$ cat config.mk
export PLATFORM = sky130hd
export DESIGN_NAME = axis_stream_sink
export DESIGN_NICKNAME = d
export VERILOG_FILES = /design/src/rtl/axis_sink_pkg.sv /design/src/rtl/axis_ready_gen.sv /design/src/rtl/axis_stream_sink.sv
export SDC_FILE = /design/constraint.sdc
export NUM_CORES = 1
export LEC_CHECK = 0
export ABC_AREA = 1
export BUFFER_PORTS_ARGS = -buffer_cell sky130_fd_sc_hd__buf_2
export CAP_MARGIN = 30
export CELL_PAD_IN_SITES_DETAIL_PLACEMENT = 2
export CELL_PAD_IN_SITES_GLOBAL_PLACEMENT = 2
export CORE_MARGIN = 2
export CORE_UTILIZATION = 32
export DETAILED_ROUTE_END_ITERATION = 10
export PLACE_DENSITY = 0.77
export REMOVE_ABC_BUFFERS = 1
export SLEW_MARGIN = 5
export SYNTH_ARGS = -nofsm -noshare
export SYNTH_HDL_FRONTEND = slang
export SYNTH_SLANG_ARGS = --single-unit
$ cat constraint.sdc
create_clock -name clk -period 1.9 [get_ports clk]
set_input_delay 0.475 -clock clk [delete_from_list [all_inputs] [get_ports clk]]
set_output_delay 0.475 -clock clk [all_outputs]
set_load 0.05 [all_outputs]
$ cat src/rtl/axis_sink_pkg.sv
// rtl/axis_sink_pkg.sv - shared types and constants for the AXI-Stream sink
// Contents: ready-mode enum, packet FSM state enum, err_flags bit indices, LFSR tap mask.
package axis_sink_pkg;

   typedef enum logic [1:0] {
      READY_ALWAYS   = 2'd0,
      READY_NEVER    = 2'd1,
      READY_LFSR     = 2'd2,
      READY_PERIODIC = 2'd3
   } ready_mode_e;

   typedef enum logic {
      ST_IDLE   = 1'b0,
      ST_IN_PKT = 1'b1
   } pkt_state_e;

   localparam int ERR_VLD_DROP  = 0;
   localparam int ERR_ID_CHG    = 1;
   localparam int ERR_DATA_CHG  = 2;
   localparam int ERR_USER_CHG  = 3;
   localparam int ERR_LAST_CHG  = 4;
   localparam int ERR_ID_MIX    = 5;
   localparam int ERR_LEN_OVF   = 6;
   localparam int ERR_W         = 7;

   // Right-shifting Galois form of x^16 + x^14 + x^13 + x^11 + 1.
   localparam logic [15:0] LFSR_TAPS = 16'hB400;

endpackage

$ cat src/rtl/axis_ready_gen.sv
// rtl/axis_ready_gen.sv - registered TREADY pattern generator
// Ports: clk, reset (sync, active-high); cfg_ready_mode/cfg_ready_thresh select the
// pattern; ready is the registered TREADY driven to the producer.
module axis_ready_gen
   import axis_sink_pkg::*;
#(
   parameter logic [15:0] LFSR_SEED = 16'hACE1
) (
   input  logic       clk,
   input  logic       reset,
   input  logic [1:0] cfg_ready_mode,
   input  logic [7:0] cfg_ready_thresh,
   output logic       ready
);

   logic [15:0] lfsr;
   logic [7:0]  period_cnt;
   logic        ready_next;

   always_comb begin
      ready_next = 1'b0;
      case (ready_mode_e'(cfg_ready_mode))
         READY_ALWAYS:   ready_next = 1'b1;
         READY_NEVER:    ready_next = 1'b0;
         READY_LFSR:     ready_next = (lfsr[7:0] < cfg_ready_thresh);
         READY_PERIODIC: ready_next = (period_cnt == 8'd0);
         default:        ready_next = 1'b0;
      endcase
   end

   // LFSR and period counter free-run in every mode so a mode switch
   // picks up the pattern mid-stream without a restart.
   always_ff @(posedge clk) begin
      if (reset) begin
         lfsr       <= LFSR_SEED;
         period_cnt <= 8'd0;
         ready      <= 1'b0;
      end else begin
         lfsr       <= {1'b0, lfsr[15:1]} ^ (lfsr[0] ? LFSR_TAPS : 16'h0000);
         period_cnt <= (period_cnt >= cfg_ready_thresh) ? 8'd0 : period_cnt + 8'd1;
         ready      <= ready_next;
      end
   end

endmodule

$ cat src/rtl/axis_stream_sink.sv
// rtl/axis_stream_sink.sv - AXI-Stream consumer with protocol checker and packet statistics
// Ports: clk, reset (sync, active-high); s_* is the consumed stream (s_ready driven here);
// cfg_ready_* shape TREADY; pkt_* report the last completed packet with a pkt_valid strobe;
// beat_cnt/pkt_cnt are wrapping totals; err_flags are sticky, cleared by err_clear.
module axis_stream_sink
   import axis_sink_pkg::*;
#(
   parameter int          T_DATA_WIDTH = 8,
   parameter int          T_ID_WIDTH   = 8,
   parameter int          T_USER_WIDTH = 8,
   parameter int          LEN_WIDTH    = 16,
   parameter logic [15:0] LFSR_SEED    = 16'hACE1
) (
   input  logic                    clk,
   input  logic                    reset,
   input  logic [T_ID_WIDTH-1:0]   s_id,
   input  logic [T_DATA_WIDTH-1:0] s_data,
   input  logic [T_USER_WIDTH-1:0] s_user,
   input  logic                    s_last,
   input  logic                    s_valid,
   output logic                    s_ready,
   input  logic [1:0]              cfg_ready_mode,
   input  logic [7:0]              cfg_ready_thresh,
   output logic                    pkt_valid,
   output logic [T_ID_WIDTH-1:0]   pkt_id,
   output logic [T_USER_WIDTH-1:0] pkt_user,
   output logic [LEN_WIDTH-1:0]    pkt_len,
   output logic [T_DATA_WIDTH-1:0] pkt_xor,
   output logic [31:0]             beat_cnt,
   output logic [31:0]             pkt_cnt,
   output logic [6:0]              err_flags,
   input  logic                    err_clear
);

   logic hs;
   assign hs = s_valid & s_ready;

   axis_ready_gen #(.LFSR_SEED(LFSR_SEED)) u_ready_gen (
      .clk              (clk),
      .reset            (reset),
      .cfg_ready_mode   (cfg_ready_mode),
      .cfg_ready_thresh (cfg_ready_thresh),
      .ready            (s_ready)
   );

   // Snapshot of the previous cycle, used to spot a producer that changes
   // or withdraws a beat it offered while s_ready was low.
   logic                    stall_q;
   logic [T_ID_WIDTH-1:0]   id_q;
   logic [T_DATA_WIDTH-1:0] data_q;
   logic [T_USER_WIDTH-1:0] user_q;
   logic                    last_q;

   pkt_state_e              state;
   logic [T_ID_WIDTH-1:0]   cur_id;
   logic [T_USER_WIDTH-1:0] cur_user;
   logic [LEN_WIDTH-1:0]    cur_len;
   logic [T_DATA_WIDTH-1:0] cur_xor;
   logic [LEN_WIDTH-1:0]    len_inc;
   logic [ERR_W-1:0]        err_new;

   assign len_inc = (cur_len == '1) ? cur_len : cur_len + LEN_WIDTH'(1);

   always_comb begin
      err_new = '0;
      if (stall_q) begin
         err_new[ERR_VLD_DROP] = ~s_valid;
         err_new[ERR_ID_CHG]   = (s_id   != id_q);
         err_new[ERR_DATA_CHG] = (s_data != data_q);
         err_new[ERR_USER_CHG] = (s_user != user_q);
         err_new[ERR_LAST_CHG] = (s_last != last_q);
      end
      if (hs && state == ST_IN_PKT) begin
         err_new[ERR_ID_MIX]  = (s_id != cur_id);
         err_new[ERR_LEN_OVF] = (cur_len == '1);
      end
   end

   always_ff @(posedge clk) begin
      if (reset) begin
         stall_q   <= 1'b0;
         id_q      <= '0;
         data_q    <= '0;
         user_q    <= '0;
         last_q    <= 1'b0;
         state     <= ST_IDLE;
         cur_id    <= '0;
         cur_user  <= '0;
         cur_len   <= '0;
         cur_xor   <= '0;
         pkt_valid <= 1'b0;
         pkt_id    <= '0;
         pkt_user  <= '0;
         pkt_len   <= '0;
         pkt_xor   <= '0;
         beat_cnt  <= '0;
         pkt_cnt   <= '0;
         err_flags <= '0;
      end else begin
         stall_q   <= s_valid & ~s_ready;
         id_q      <= s_id;
         data_q    <= s_data;
         user_q    <= s_user;
         last_q    <= s_last;
         pkt_valid <= 1'b0;
         // A newly detected error outranks a simultaneous clear.
         err_flags <= (err_clear ? '0 : err_flags) | err_new;

         if (hs) begin
            beat_cnt <= beat_cnt + 32'd1;
            case (state)
               ST_IDLE: begin
                  cur_id   <= s_id;
                  cur_user <= s_user;
                  cur_len  <= LEN_WIDTH'(1);
                  cur_xor  <= s_data;
                  if (s_last) begin
                     pkt_valid <= 1'b1;
                     pkt_cnt   <= pkt_cnt + 32'd1;
                     pkt_id    <= s_id;
                     pkt_user  <= s_user;
                     pkt_len   <= LEN_WIDTH'(1);
                     pkt_xor   <= s_data;
                  end else begin
                     state <= ST_IN_PKT;
                  end
               end
               ST_IN_PKT: begin
                  cur_len <= len_inc;
                  cur_xor <= cur_xor ^ s_data;
                  if (s_last) begin
                     pkt_valid <= 1'b1;
                     pkt_cnt   <= pkt_cnt + 32'd1;
                     pkt_id    <= cur_id;
                     pkt_user  <= cur_user;
                     pkt_len   <= len_inc;
                     pkt_xor   <= cur_xor ^ s_data;
                     state     <= ST_IDLE;
                  end
               end
               default: state <= ST_IDLE;
            endcase
         end
      end
   end

endmodule

==> metrics.csv, run 1 <==
stage;metric;value;unit
power_and_ir_drop;p_per_area;871;nW/µm²
placement;place_inst;1854;
power_and_ir_drop;p_total;10100;µW
routing;drt_iter0_drc;290;
global_route;grt_max_degree;65;
synth;synth_compound_area_share;11.4;%
cts;clk_path_buf_depth;3;
critical_path;start_kind;flop;
synth;syn_avg_cell_area;7.10;µm²
synth;ys_seq_area_share;43.1;%
synth;synth_edf_count;0;
critical_path;cp-end-kind;output port;
cts;cts_root_buf;clkbuf_16;
sta;finalCritPeriodShare;96.0;%
sta;worstMarginPinSlew;0.452;ns
synth;synth_cells;1334;
sta;hold_viol;0;
cts;cts_htree_levels;1;
sta;hold_ws;0.203;ns
critical_path;cp.buffers_inverters;2;
synth;synth_area_leaders;dfxtp_1 (43%), nand2_1 (13%), nor2_1 (7.1%);
routing;wl;32.3;mm
global_route;overflow;0;
sta;relSlewSlack;69.6;%
power_and_ir_drop;p_leak;0.00495;µW
synth;synth_cell_types;40;
routing;drtPass1Iterations;4;
routing;ant_nets;0;
die;die_y;176;µm
layout;fin_area;11600;µm²
global_route;grt_usage;20.9;%
layout;final_core_util;40.2;%
synth;synthArstFlopShare;0;%
synth;ys_warn_count;0;
global_route;grt_pass1_vias;10100;
cts;path_clk_slew;0.06;ns
routing;route.detailed.drc;0;
synth;synthAdderAreaFrac;2.64;%
die;start_util;32.7;%
sta;fmax;548;MHz
critical_path;crit_arrival;1.35;ns
die;die-area;31000;µm²
critical_path;cp_cell_sequence;buf_4 > buf_2;
critical_path;crit_family;buffers and inverters;
layout;nFillCells;3468;
critical_path;crit_type;flop to output port;
synth;netlist_area;9470;µm²
sta;fin_skew;0.0220;ns
sta;post-route-min-period;1.82;ns
layout;area_growth;23.0;%
sta;setup_violations;0;
synth;synth_xor_area_share;3.79;%
sta;rsz0062_at_grt;no;
synth;synth_top_family_by_area;simple AND/OR/NAND/NOR gates;
synth;synthMuxAreaShare;0;%
worst_hold_path;hold_path_class;input pin to flop;
synth;synthSimpleGateAreaFrac;32.0;%
die;core;28900;µm²
die;rows;62;
synth;synth_top_flop_cell;dfxtp_1;
run;drv_cap;0;
critical_path;critical-path-max-stage-delay;0.40;ns
placement;hpwlAfterDp;23.3;mm
cts;cts_hold_buf;0;
global_route;grt_pass1_wl;52.8;mm
synth;ys_seq_elements;204;
die;die_w;176;µm
sta;report.final.slew_viol_count;0;
run_status;status;completed;
routing;wl_per_cell;17.0;µm
global_route;grt_antenna_before_repair;0;
die;io-pin-count;152;
cts;cts_made_buffers;25;
layout;layout.cells.non_filler;1897;
layout;antennaDiodeCount;0;
critical_path;cp_slowest_cell;dfxtp_1;
cts;clock_sinks;204;
power_and_ir_drop;irDropWorstVdd;0.619;mV
placement;dpl_cell_area;10800;µm²
cts;clk_latency;0.54;ns
critical_path;crit_fanout;4;
critical_path;required;1.42;ns
routing;via_per_inst;4.93;
layout;layout.nets;1556;
routing;vias;9357;
cts;cts_tree;done;
layout;drive_gt1_share;18.8;%
synth;synth_top_cell_area_share;43.1;%
placement;place_congestion;0.790;
placement;io_buffer_count;151;
synth;yosysTopAreaCell;dfxtp_1;
==> synthesized netlist by cell type, types with 2 or more instances <==
master / number
nand2_2: 7
nor3_2: 2
or2_2: 21
nor3_1: 21
o21ai_0: 111
nand3_2: 5
nor2_1: 179
inv_1: 128
dfxtp_1: 204
nand3_1: 55
o21a_1: 5
a21oi_1: 74
nor2_2: 12
a211oi_1: 2
clkbuf_1: 24
xor2_1: 20
buf_2: 8
ha_1: 20
nand4_1: 29
buf_1: 7
o21ai_1: 14
nor2_4: 7
nand2_1: 336
nor3b_1: 3
inv_2: 5
xnor2_1: 21
==> registers in the layout (all words and copies together) (netlist names), 7 cells and up <==
name                    cells
beat_cnt                   32
pkt_cnt                    32
cur_len                    16
pkt_len                    16
u_ready_gen.lfsr           16
cur_id                      8
cur_user                    8
cur_xor                     8
data_q                      8
id_q                        8
pkt_id                      8
pkt_user                    8
pkt_xor                     8
u_ready_gen.period_cnt      8
user_q                      8
err_flags                   7
==> report_power, final <==
group	internal (µW)	leakage [µW]	switching [µW]
Sequential	4420	0.00166	108
Combinational	284	0.00288	550
Clock	2840	0.000407	1940
Total	7550	0.00495	2600
==> worst register-to-register path, cell delays in order, from the launching register on <==
cell and delay (ns):
dfxtp_1 0.43, nand2_2 0.14, nor2_4 0.18, buf_4 0.23
nand3_2 0.14, nor2_1 0.12, nand3_1 0.12, o21ai_1 0.19
nor2_1 0.06
==> path summary, 6_finish.rpt <==
kind | startpoint | to | slack (ns) | cells after the start
setup / recovery | beat_cnt[11] | beat_cnt[11] | 0.08 | 2
hold / removal | s_data[6] | data_q[6] | 0.20 | 3
setup reg to reg | u_ready_gen.ready | pkt_cnt[17] | 0.16 | 8
hold reg to reg | u_ready_gen.lfsr[9] | u_ready_gen.lfsr[8] | 0.42 | 2
==> through the flow <==
step	TNS (ns)	setup WS [ns]
after floorplan	-33.66	-0.582
after global placement	0	0.0742
after global routing	0	0.00565
final	0	0.0751
after detailed placement	-0.0909	-0.0337
after CTS	0	0.0267
==> cell type report <==
cell class              count  area (µm²)  area share (%)
repair buffers            177        1040            8.94
clock buffers              36         747            6.42
flip-flops and latches    204        4080            35.1
clock inverters             7        63.8           0.548
inverters                 133         499            4.29
multi-input cells         956        4730            40.6
well taps                 384         480            4.13
==> metal layers <==
metal / vias up / share of wire, % / track usage, %
met4: 0 / 2.0 / 4.75
met3: 38 / 2.8 / 2.65
met1: 4606 / 44 / 25.4
li1: 4593 / - / -
met5: - / 0 / 0
met2: 120 / 51 / 39.3
==> logic make-up after synthesis <==
logic type	count (synthesis)
buffers and inverters	174
AND/OR/NAND/NOR	686
flip-flops	204
XOR/XNOR	41
adder cells (fa/ha/maj)	20
AO/OA/AOI/OAI	209
==> cell usage in the layout (no fill, tap or decap), types with 5 or more instances in the layout <==
cell         n
nand2_1    336
dfxtp_1    204
nor2_1     178
buf_2      150
inv_1      127
o21ai_0    111
a21oi_1     74
nand3_1     55
nand4_1     29
clkbuf_16   25
nor3_1      21
xnor2_1     21
or2_2       21
xor2_1      20
ha_1        20
buf_4       19
o21ai_1     14
nor2_4      10
nor2_2      10
clkbuf_8     8
nand2_2      7
buf_12       7
inv_2        6
nand3_2      5
o21a_1       5
clkinv_2     5
==> repair_timing <==
item                                    4_1_cts  5_1_grt
resized for setup                             0        4
endpoints found under the setup margin        0       11
buffers inserted                              0        0
hold endpoints to repair                      0        0
Power figures use the tool's default switching activity.
==> inputs of run 2 (changes only) <==
--- a/config.mk
+++ b/config.mk
@@ -15,6 +15,7 @@
 export DETAILED_ROUTE_END_ITERATION = 10
 export PLACE_DENSITY = 0.77
 export REMOVE_ABC_BUFFERS = 1
+export SETUP_SLACK_MARGIN = 0.5
 export SLEW_MARGIN = 5
 export SYNTH_ARGS = -nofsm -noshare
 export SYNTH_HDL_FRONTEND = slang
==> metrics.csv, run 2 <==
stage;metric;value;unit
run_status;status;did not finish;
run_status;stop_stage;global routing (5_1_grt);
run_status;first-error;[ERROR DPL-0033] detailed placement checks failed during check placement.;
global_route;grt_max_degree;65;
cts;cts_htree_levels;1;
synth;synthArstFlopShare;0;%
synth;yosysTopAreaCell;dfxtp_1;
synth;ys_top_cells_by_count;nand2_1 (336), dfxtp_1 (204), nor2_1 (179);
synth;synth_area_leaders;dfxtp_1 (43%), nand2_1 (13%), nor2_1 (7.1%);
cts;clock_sinks;204;
die;die_y;176;µm
die;die_w;176;µm
synth;syn_avg_cell_area;7.10;µm²
die;start_util;32.7;%
synth;synth_most_common_cell;nand2_1;
synth;synth_edf_count;0;
sta;worst-ep-kind;register input;
global_route;grt_antenna_before_repair;2;
synth;ys_seq_area_share;43.1;%
synth;ys_warn_count;0;
die;io-pin-count;152;
synth;ys_seq_elements;204;
die;rows;62;
cts;cts_made_buffers;25;
synth;synth_top_flop_cell;dfxtp_1;
placement;hpwlAfterDp;23.3;mm
cts;cts_root_buf;clkbuf_16;
cts;clk_path_buf_depth;3;
synth;synth_top_cell_area_share;43.1;%
synth;synth_cells;1334;
synth;netlist_area;9470;µm²
placement;io_buffer_count;151;
placement;place_congestion;0.790;
synth;synth_cell_types;40;
cts;cts_hold_buf;0;
sta;worst_endpoint;pkt_cnt[26]$_SDFFE_PP0P_/D;
## run 2: cell counts after synthesis
No cell type changed its count.
## run 2: per-stage QoR
step	TNS [ns]	setup WS [ns]	cell area, µm²	util (%)	std cells
after floorplan	-33.66	-0.582	9290	-	1293
after detailed placement	-0.0909	-0.0337	10800	37.4	1854
after global placement	0	0.0742	10800	37.4	1854
after CTS	0	0.284	14300	49.6	1992
## run 2: cells by family after synthesis
| group | share of synthesized area (%) |
|---|---|
| adders and majority gates | 2.64 |
| and+or+nand+nor | 32.0 |
| xor gates and xnor gates | 3.79 |
| buffers and inverters | 7.10 |
| AOI/OAI and AO/OA | 11.4 |
| DFF | 43.1 |
## run 2: repair_timing
item / CTS
setup buffers: 94
setup endpoints to repair: 242
pin swaps: 42
resized for setup: 675
cloned: 1
endpoints found under the hold margin: 0
==> inputs of run 3 (changes only) <==
--- a/config.mk
+++ b/config.mk
@@ -8,14 +8,11 @@
 export ABC_AREA = 1
 export BUFFER_PORTS_ARGS = -buffer_cell sky130_fd_sc_hd__buf_2
 export CAP_MARGIN = 30
-export CELL_PAD_IN_SITES_DETAIL_PLACEMENT = 2
-export CELL_PAD_IN_SITES_GLOBAL_PLACEMENT = 2
 export CORE_MARGIN = 2
-export CORE_UTILIZATION = 32
+export CORE_UTILIZATION = 40
 export DETAILED_ROUTE_END_ITERATION = 10
-export PLACE_DENSITY = 0.77
+export PLACE_DENSITY_LB_ADDON = 0.15
 export REMOVE_ABC_BUFFERS = 1
-export SETUP_SLACK_MARGIN = 0.5
 export SLEW_MARGIN = 5
 export SYNTH_ARGS = -nofsm -noshare
 export SYNTH_HDL_FRONTEND = slang
==> metrics.csv, run 3 (same netlist as run 1, synthesis figures left out) <==
stage;metric;value;unit
routing;wl_per_cell;13.3;µm
cts;cts_tree;done;
sta;relSlewSlack;58.2;%
cts;postCtsResizedCells;0;
sta;fin_ws;0.0985;ns
layout;area_growth;21.8;%
critical_path;required;1.42;ns
die;io-pin-count;152;
die;die_y;158;µm
layout;reg_top3;beat_cnt: 32 flops, pkt_cnt: 32 flops;
routing;wl;24.4;mm
cts;cts_hold_buf;0;
sta;setup_tns;0;ns
sta;hold_ws;0.213;ns
critical_path;critical-path-max-stage-delay;0.49;ns
critical_path;crit_fanout;6;
sta;rsz0062_at_grt;no;
layout;layout.nets;1552;
layout;final_core_util;49.4;%
cts;post_cts_buffers;0;
power_and_ir_drop;combPwrFrac;7.7;%
layout;layout.cells.non_filler;1830;
power_and_ir_drop;power_frac_clock;48.3;%
critical_path;cp-end-kind;output port;
critical_path;cp_slowest_cell;dfxtp_1;
placement;io_buffer_count;151;
sta;setup_violations;0;
routing;ant_nets;0;
cts;clk_latency;0.51;ns
sta;post-route-min-period;1.80;ns
sta;fin_skew;0.00507;ns
sta;worstMarginPinSlew;0.627;ns
cts;clock_sinks;204;
layout;layout_commonest_cell;nand2_1;
critical_path;start_kind;flop;
critical_path;crit_family;flip-flops;
global_route;grt_antenna_before_repair;0;
placement;dp_slack;0.0598;ns
die;start_util;40.6;%
cts;cts_root_buf;clkbuf_16;
power_and_ir_drop;p_int;7810;µW
routing;route.detailed.drc;0;
cts;cts_made_buffers;23;
worst_hold_path;hold_path_class;input pin to flop;
critical_path;cp.buffers_inverters;1;
power_and_ir_drop;p_per_area;890;nW/µm²
sta;fmax;555;MHz
die;rows;56;
layout;drive_gt1_share;18.9;%
placement;place_inst;1787;
cts;path_clk_slew;0.06;ns
placement;place_congestion;0.859;
routing;drtPass1Iterations;5;
die;die-area;24900;µm²
run_status;status;completed;
global_route;grt_usage;19.6;%
power_and_ir_drop;swShare;23.9;%
critical_path;crit_type;flop to output port;
routing;via_per_inst;4.72;
global_route;grt_pass1_vias;8059;
critical_path;crit_arrival;1.33;ns
sta;finalCritPeriodShare;94.8;%
sta;hold_viol;0;
power_and_ir_drop;power_frac_seq;44.0;%
run;drv_cap;0;
cts;cts_htree_levels;1;
critical_path;cp_cell_sequence;buf_2;
routing;vias;8634;
layout;layout_common_cells;nand2_1 (336), dfxtp_1 (202), nor2_1 (178);
global_route;grt_pass1_wl;39.8;mm
routing;drt_iter0_drc;407;
power_and_ir_drop;irDropWorstVdd;0.559;mV
power_and_ir_drop;p_leak;0.00494;µW
global_route;overflow;0;
global_route;grt_max_degree;52;
power_and_ir_drop;switching_power;2450;µW
placement;hpwlAfterDp;17.5;mm
sta;report.final.slew_viol_count;0;
die;core;23300;µm²
cts;clk_path_buf_depth;3;
die;die_w;158;µm
run 3: through the flow:
stage	power, µW	area, µm²
floorplan	5090	9290
global placement	5390	10700
detailed placement	5410	10700
CTS	10400	11500
global route	10700	11500
finish	10300	11500
run 3: final timing paths:
check	start	end	depth (start not counted)	slack (ns)
min reg2reg	u_ready_gen.lfsr[10]	u_ready_gen.lfsr[9]	2	0.40
max reg2reg	beat_cnt[1]	beat_cnt[24]	8	0.22
max	beat_cnt[28]	beat_cnt[28]	1	0.1
min	s_data[6]	data_q[6]	3	0.21
run 3: power groups by stage:
| stage | clock network [µW] | registers [µW] | logic [µW] |
|---|---|---|---|
| 2_1_floorplan | 0 | 4690 | 397 |
| 3_3_place_gp | 0 | 4610 | 788 |
| 3_5_place_dp | 0 | 4610 | 799 |
| 4_1_cts | 5080 | 4510 | 801 |
| 5_1_grt | 5260 | 4530 | 891 |
| 6_report | 4950 | 4510 | 788 |
run 3: layout make-up:
type                    count  area [µm²]
diodes                      1        2.50
clock buffers              26         607
clock inverters            16         234
fillers                  2379       11800
inverters                 133         499
multi-input cells         956        4710
flip-flops and latches    204        4090
well taps                 319         399
repair buffers            175         986
run 3: per-layer routing:
metal / vias to the layer above / share of wire, % / global-route usage, %
met2: 160 / 46 / 32.3
met1: 3845 / 48 / 26.3
met3: 33 / 5.3 / 3.97
met4: 0 / 1.5 / 4.50
li1: 4596 / - / -
met5: - / 0 / 0
